### src/rtl/prog_sequencer.sv
// prog_sequencer: round-robin scheduler that picks the program image for the
// serial loader, requests the load, waits for completion, lets the program
// run, then advances. A debounced button forces an advance; a load watchdog
// raises a sticky error.
// Build option: define PROG_SEQ_AUTO_ADVANCE_EN to also advance automatically
// after DWELL_CYCLES un-paused run cycles; without it RUN exits only on a press.
module prog_sequencer #(
    parameter int unsigned NPROG        = 4,
    parameter int unsigned DWELL_CYCLES = 50_000_000,
    parameter int unsigned DBNC_CYCLES  = 1_000_000,
    parameter int unsigned LOAD_TIMEOUT = 4096
) (
    input  logic                     clk,
    input  logic                     rst,
    input  logic                     btn_next,
    input  logic                     pause,
    input  logic                     done_in,
    output logic                     drive_out,
    output logic [$clog2(NPROG)-1:0] prog_sel,
    output logic                     busy,
    output logic                     err
);
    localparam int unsigned SEL_W  = $clog2(NPROG);
    localparam int unsigned DBNC_W = $clog2(DBNC_CYCLES + 1);
    localparam int unsigned LOAD_W = $clog2(LOAD_TIMEOUT + 1);

    typedef enum logic [2:0] {
        S_IDLE,
        S_LOAD,
        S_RELEASE,
        S_RUN,
        S_NEXT,
        S_FAULT
    } state_t;

    state_t              state_q, state_d;
    logic                sync1_q, sync2_q;
    logic [DBNC_W-1:0]   dbnc_cnt_q, dbnc_cnt_d;
    logic                filt_q, filt_d;
    logic                press_q, press_d;
    logic                pend_q, pend_d;
    logic [LOAD_W-1:0]   load_cnt_q, load_cnt_d;
    logic [SEL_W-1:0]    prog_sel_q, prog_sel_d;
    logic                err_q, err_d;
    logic                load_expire;
    logic                dwell_done;

    // Button filter: the filtered level follows the synchronised level only
    // after DBNC_CYCLES consecutive samples disagreeing with it; a filtered
    // rising edge becomes a one-cycle press.
    always_comb begin
        dbnc_cnt_d = '0;
        filt_d     = filt_q;
        if (sync2_q != filt_q) begin
            if (dbnc_cnt_q == DBNC_W'(DBNC_CYCLES - 1)) begin
                filt_d = sync2_q;
            end else begin
                dbnc_cnt_d = dbnc_cnt_q + 1'b1;
            end
        end
        press_d = filt_d & ~filt_q;
    end

    // The counter is zero on every LOAD entry; the cycle that would make it
    // reach LOAD_TIMEOUT is the last LOAD cycle.
    assign load_expire = (load_cnt_q >= LOAD_W'(LOAD_TIMEOUT - 1));

`ifdef PROG_SEQ_AUTO_ADVANCE_EN
    localparam int unsigned DWELL_W = $clog2(DWELL_CYCLES + 1);

    logic [DWELL_W-1:0] dwell_cnt_q, dwell_cnt_d;

    // Dwell counter: zero outside RUN, counts un-paused RUN cycles.
    always_comb begin
        dwell_cnt_d = '0;
        if (state_q == S_RUN) begin
            dwell_cnt_d = pause ? dwell_cnt_q : dwell_cnt_q + 1'b1;
        end
    end

    assign dwell_done = (state_q == S_RUN) && !pause &&
                        (dwell_cnt_q == DWELL_W'(DWELL_CYCLES - 1));

    // Dwell counter register.
    always_ff @(posedge clk) begin
        if (rst) dwell_cnt_q <= '0;
        else     dwell_cnt_q <= dwell_cnt_d;
    end
`else
    localparam int unsigned DWELL_UNUSED = DWELL_CYCLES;
    logic pause_unused;

    assign pause_unused = pause;
    assign dwell_done   = 1'b0;
`endif

    // Next-state logic.
    always_comb begin
        state_d = state_q;
        unique case (state_q)
            S_IDLE:    state_d = S_LOAD;
            S_LOAD: begin
                if (done_in)          state_d = S_RELEASE;
                else if (load_expire) state_d = S_FAULT;
            end
            S_RELEASE: if (!done_in) state_d = S_RUN;
            S_RUN:     if (press_q || pend_q || dwell_done) state_d = S_NEXT;
            S_NEXT:    state_d = S_LOAD;
            S_FAULT:   if (press_q) state_d = S_LOAD;
            default:   state_d = S_IDLE;
        endcase
    end

    // Program index, pending press, sticky error and load watchdog.
    always_comb begin
        prog_sel_d = prog_sel_q;
        if (state_q == S_NEXT) begin
            prog_sel_d = (prog_sel_q == SEL_W'(NPROG - 1)) ? '0 : prog_sel_q + 1'b1;
        end

        // RUN always leaves when pend is set, so clearing it there consumes it.
        pend_d = pend_q;
        if (state_q == S_RUN)                          pend_d = 1'b0;
        else if (press_q && (state_q != S_FAULT))      pend_d = 1'b1;

        err_d = err_q | (state_d == S_FAULT);

        load_cnt_d = '0;
        if (state_q == S_LOAD) begin
            load_cnt_d = (load_cnt_q == LOAD_W'(LOAD_TIMEOUT)) ? load_cnt_q : load_cnt_q + 1'b1;
        end
    end

    // Moore outputs decoded from registered state only.
    always_comb begin
        drive_out = (state_q == S_LOAD);
        busy      = (state_q == S_IDLE) || (state_q == S_LOAD) || (state_q == S_RELEASE);
        prog_sel  = prog_sel_q;
        err       = err_q;
    end

    // State and datapath registers.
    always_ff @(posedge clk) begin
        if (rst) begin
            state_q    <= S_IDLE;
            sync1_q    <= 1'b0;
            sync2_q    <= 1'b0;
            dbnc_cnt_q <= '0;
            filt_q     <= 1'b0;
            press_q    <= 1'b0;
            pend_q     <= 1'b0;
            load_cnt_q <= '0;
            prog_sel_q <= '0;
            err_q      <= 1'b0;
        end else begin
            state_q    <= state_d;
            sync1_q    <= btn_next;
            sync2_q    <= sync1_q;
            dbnc_cnt_q <= dbnc_cnt_d;
            filt_q     <= filt_d;
            press_q    <= press_d;
            pend_q     <= pend_d;
            load_cnt_q <= load_cnt_d;
            prog_sel_q <= prog_sel_d;
            err_q      <= err_d;
        end
    end

endmodule

### config.mk
export PLATFORM = sky130hd
export DESIGN_NAME = prog_sequencer
export DESIGN_NICKNAME = d
export VERILOG_FILES = /design/src/rtl/prog_sequencer.sv
export SDC_FILE = /design/constraint.sdc
export NUM_CORES = 1
export LEC_CHECK = 0
export ABC_AREA = 1
export ABC_CLOCK_PERIOD_IN_PS = 2500
export BUFFER_PORTS_ARGS = -buffer_cell sky130_fd_sc_hd__clkbuf_2
export CORE_ASPECT_RATIO = 0.6
export CORE_UTILIZATION = 65
export CTS_CLUSTER_DIAMETER = 200
export DETAILED_ROUTE_END_ITERATION = 10
export GPL_TIMING_DRIVEN = 0
export PLACE_DENSITY = 0.84
export SLEW_MARGIN = 20
export SYNTH_ARGS = -nofsm -noshare
export SYNTH_HDL_FRONTEND = slang
export SYNTH_SLANG_ARGS = --single-unit
### constraint.sdc
create_clock -name clk -period 2.5 [get_ports clk]
set_input_delay 0.25 -clock clk [delete_from_list [all_inputs] [get_ports clk]]
set_output_delay 0.25 -clock clk [all_outputs]
set_load 0.005 [all_outputs]
Word-level counts from Yosys, hierarchy flattened
Cells that the tools add are included.
{ "totals": {"output_inout_bits": 5, "regBits": 44} }
{ "op_classes": {"mux": 9, "n_reduce_logical": 9, "eq_ne": 11, "bitwise_logic": 5, "addsub": 3, "n_lt_le_gt_ge": 1} }
{ "op_table": {"columns": ["op", "n"], "rows": [
  ["$add 20x1->20 const B", 1],
  ["$eq 20x20->1 const B", 1],
  ["$mux 3", 5],
  ["$pmux 3 s5", 1],
  ["$add 13x1->13 const B", 1],
  ["$eq 13x13->1 const B", 1],
  ["$ge 13x12->1 const B", 1],
  ["$eq 3x3->1 const B", 3],
  ["$eq 3x2->1 const B", 2],
  ["$reduce_or 2->1", 3],
  ["$eq 3x1->1 const B", 1],
  ["$logic_not 3->1", 1],
  ["$logic_or 1x1->1", 3],
  ["$ne 3x3->1 const B", 1],
  ["$not 1->1", 3],
  ["$reduce_or 3->1", 1],
  ["$add 2x1->2 const B", 1],
  ["$eq 2x2->1 const B", 1],
  ["$mux 1", 2],
  ["$mux 2", 1],
  ["$and 1x1->1", 1],
  ["$logic_and 1x1->1", 1],
  ["$ne 1x1->1", 1],
  ["$or 1x1->1", 1]
]} }

Logic depth before layout (Yosys ltp)
{ "depth": {"depth_word": 6, "ltp_mapped": 9, "ltp_nobuf": 9} }

Worst setup path after synthesis
No wires, ideal clock.
{ "synth_timing": {"kind": "register to register", "start": "register dbnc_cnt_q[0]", "end": "register dbnc_cnt_q[14]", "path_stages_with_launch": 9, "setup_ns": 0.117, "path_buffers": 0, "path_slack_ns": 1.118, "arrival_ns": 1.266, "cell_sequence": "dfxtp_1 -> ha_1 -> nand2_1 -> nor2_2 -> nand2_2 -> nor2_2 -> nand4_1 -> nand3_1 -> nor2_1"} }
{ "synth_via": {"elab_chain_len": 2, "elab_cells_between_ends": 3, "classes_between": "add/sub (1); eq/ne (1); reduce/logical (1)"} }
{ "synth_lines": {"columns": ["element", "line_no", "rtl"], "rows": [
  ["start: declaration", "38", "logic [DBNC_W-1:0] dbnc_cnt_q, dbnc_cnt_d;"],
  ["start signal: assignment", "159", "dbnc_cnt_q <= dbnc_cnt_d;"],
  ["branches (longest 2 deep; another with $add 20x1->20)", null, null]
]} }
Several ways; the timed one is not identified.
A chain may end at the register's enable or synchronous reset.

Worst setup path in the final report
{ "layout_timing": {"start": "register dbnc_cnt_q[0]", "end": "register dbnc_cnt_q[10]"} }
The elaborated chain is that of the path after synthesis.

==> results.tsv <==
stage	metric	value	unit
outcome	status	finished clean	
floorplan	die_w	77.2	um
placed_design	hpwl	3.72	mm
critical_path	cp_cell_sequence	ha_1, nand2_1, nor2_2, nand2_2, nor2_2, a21oi_1, nor3_1	
yosys	synth_area	2200	um^2
yosys	synth_compound_area_frac	0.109	
route	route.detailed.drc	0	
yosys	yosys_warnings	0	
critical_path	critPathMaxFanout	5	
pwr	internal-power	1.09	mW
timing	fmax	528	MHz
timing	relSlewSlack	0.781	
grt	grt.total_usage	0.301	
yosys	synth_area_leader_cell	dfxtp_1	
layout	fillers	221	
yosys	yosys.area.top_type_share	0.400	
clocking	cts_hold_buf	0	
critical_path	setup.worst_path.class	reg -> reg	
pwr	p_clk_frac	0.426	
critical_path	cp_slowest_cell	dfxtp_1	
route	vias	2117	
placed_design	place.port_buffers	8	
clocking	clkLatencyLatePin	300	ps
pwr	peakVddDrop	469	uV
clocking	clk_pin_slew	80	ps
yosys	synthAdderAreaFrac	0.0227	
timing	worstMarginPinSlew	328	ps
floorplan	io_pins	10	
route	wirelength	5.02	mm
clocking	max-clock-path-buffers	2	
yosys	synthCells	315	
route	firstDrtPassIters	7	
pwr	leakagePower	0.856	nW
layout	syn2layout_area_growth	9.94	%
clocking	cts_sinks	44	
yosys	synth_seq_cells	44	
yosys	yosysSeqAreaShare	0.400	
critical_path	worstSetupEndpointType	flop	
route	wire_per_inst	13.5	um
yosys	synth_top_family_by_area	simple AND/OR/NAND/NOR gates	
clocking	cts.htree.levels	2	
floorplan	coreArea	3040	um^2
grt	grt_pass1_vias	1760	
critical_path	start_kind	flop	
clocking	clock-root-buffer	clkbuf_8	
layout	n_antenna_cell	0	
route	avgViaCountPerCell	5.68	
pwr	netSwitchingFraction	0.211	
run	maxCapViolCount	0	
timing	hold_viol_final	0	
pwr	power.density	570	nW/um^2
pwr	switching_power	0.292	mW
yosys	avgSynthCellArea	6.99	um^2
critical_path	cpPeakStageDelay	410	ps
critical_path	r2r_slack	600	ps
critical_path	required	2700	ps
timing	drv_slew	0	
layout	nNetsFinal	339	
yosys	synth-simple-area-share	0.369	
timing	rsz0062_at_grt	false	
clocking	cts_inserted_buffers	5	
layout	drive_above_1_share	0.115	
grt	overflow	0	
critical_path	r2r_cells	7	
yosys	synth_area_leaders	dfxtp_1 40%, nand2_1 10%, nor2_1 8.3%	
clocking	cts_tree	yes	
grt	antenna_found_initial	0	
layout	utilization	0.797	
min_path	min_path_type	in -> reg	
critical_path	crit_path_frequent_cell	nor2_2	
timing	setup_tns	0	ps
floorplan	die_h	47.1	um
pwr	pwr-share-seq	0.522	
timing	finClkSkew	7.93	ps
grt	grt_pass1_wl	8.14	mm
min_path	hold_path_depth	3	
floorplan	start_util	0.725	
floorplan	die_area	3630	um^2
timing	setup_viol	0	
yosys	synth.distinct_cells	32	
critical_path	crit_arrival	2090	ps
yosys	syn_nets	324	
timing	min_period	1900	ps
grt	grt_max_degree	14	
yosys	synthMuxAreaShare	0	
timing	period_share	0.758	
clocking	cts_setup_buffers	0	
yosys	synth_xor_area_frac	0.0199	
placed_design	gp_congestion	0.996	
route	first_iter_violations	262	
floorplan	rows	15	
pwr	pwr-share-comb	0.052	
clocking	cts.repair.resized	0	
route	antenna_left	0	
## Yosys cell counts, drive strengths merged
master and instances:
o21a 1, o211ai 1, xnor2 2, nor2 56, o21ai 12, ha 4, a21oi 27, nand3b 2
nor3 11, nand3 22, or3 1, dfxtp 44, nor4 1, nor3b 1, xor2 3, inv 44
o22ai 1, or2 2, nand4 14, o211a 1, buf 1, nand2 63, a31oi 1
## cell type report
type	instances	area (um^2)	share of cell area
Timing Repair Buffer	8	40.0	0.0165
Buffer	1	11.3	0.00465
Sequential cell	44	881	0.364
Tap cell	42	52.6	0.0217
Clock buffer	7	96.3	0.0398
Clock inverter	1	30.0	0.0124
Multi-Input combinational cell	226	1150	0.473
Inverter	44	165	0.0682
## worst max-delay path, delay by kind of cell, from the launching register on
kind	cells	cell delay, ps
adders and majority gates	1	300
DFF	1	410
AOI/OAI and AO/OA	1	90
and+or+nand+nor	5	990
## worst paths after layout
kind / from / end
worst max register to register: dbnc_cnt_q[0] / dbnc_cnt_q[10]
worst min register to register: sync1_q / sync2_q
worst min-delay path: btn_next / sync1_q
worst max-delay path: dbnc_cnt_q[0] / dbnc_cnt_q[10]
## logic make-up after synthesis
logic type                 after synthesis
DFF                                     44
adders and majority gates                4
AOI/OAI and AO/OA                       44
xor gates and xnor gates                 5
buffers and inverters                   45
and+or+nand+nor                        173
## cell usage in the layout (no fill, tap or decap), drive strengths merged, types with 2 or more instances in the layout
cell type and instances:
inv 44, nor2 56, nor3 11, o21ai 12, clkbuf 15, ha 4
xor2 3, dfxtp 44, or2 2, nand3 22, nand4 14, xnor2 2
nand3b 2, a21oi 27, nand2 63
## metrics by stage
| step | cell area (um^2) | power (mW) | hold WS, ps | std cells | worst slack (ps) |
|---|---|---|---|---|---|
| 4_1_cts | 2420 | 1.39 | 135 | 373 | 705 |
| 6_report | 2420 | 1.38 | 142 | 373 | 605 |
| 2_1_floorplan | 2200 | 0.787 | 319 | 315 | 1120 |
| 3_5_place_dp | 2300 | 0.809 | 398 | 365 | 745 |
| 5_1_grt | 2420 | 1.43 | 138 | 373 | 483 |
| 3_3_place_gp | 2300 | 0.807 | 400 | 365 | 842 |
## power by group through the flow
stage	combinational, mW	clock (mW)	sequential, mW
after global routing	0.0834	0.626	0.723
after detailed placement	0.0713	0	0.737
after floorplan	0.0519	0	0.735
final	0.0719	0.588	0.721
after global placement	0.0699	0	0.737
after CTS	0.0715	0.600	0.721
## registers in the layout, indices dropped and copies added (netlist names)
| signal | count |
|---|---|
| dbnc_cnt_q | 20 |
| pend_q | 1 |
| prog_sel | 2 |
| sync2_q | 1 |
| sync1_q | 1 |
| load_cnt_q | 13 |
| state_q | 3 |
| err | 1 |
| press_q | 1 |
| filt_q | 1 |
## layer usage
metal  up-vias  global-route usage  wire (um)
met4         0               0.121        103
met5         -                   0          0
met2       113               0.437       1970
met1       923               0.416       2380
li1       1060                   -          -
met3        21               0.103        565
Power figures use the tool's default switching activity.
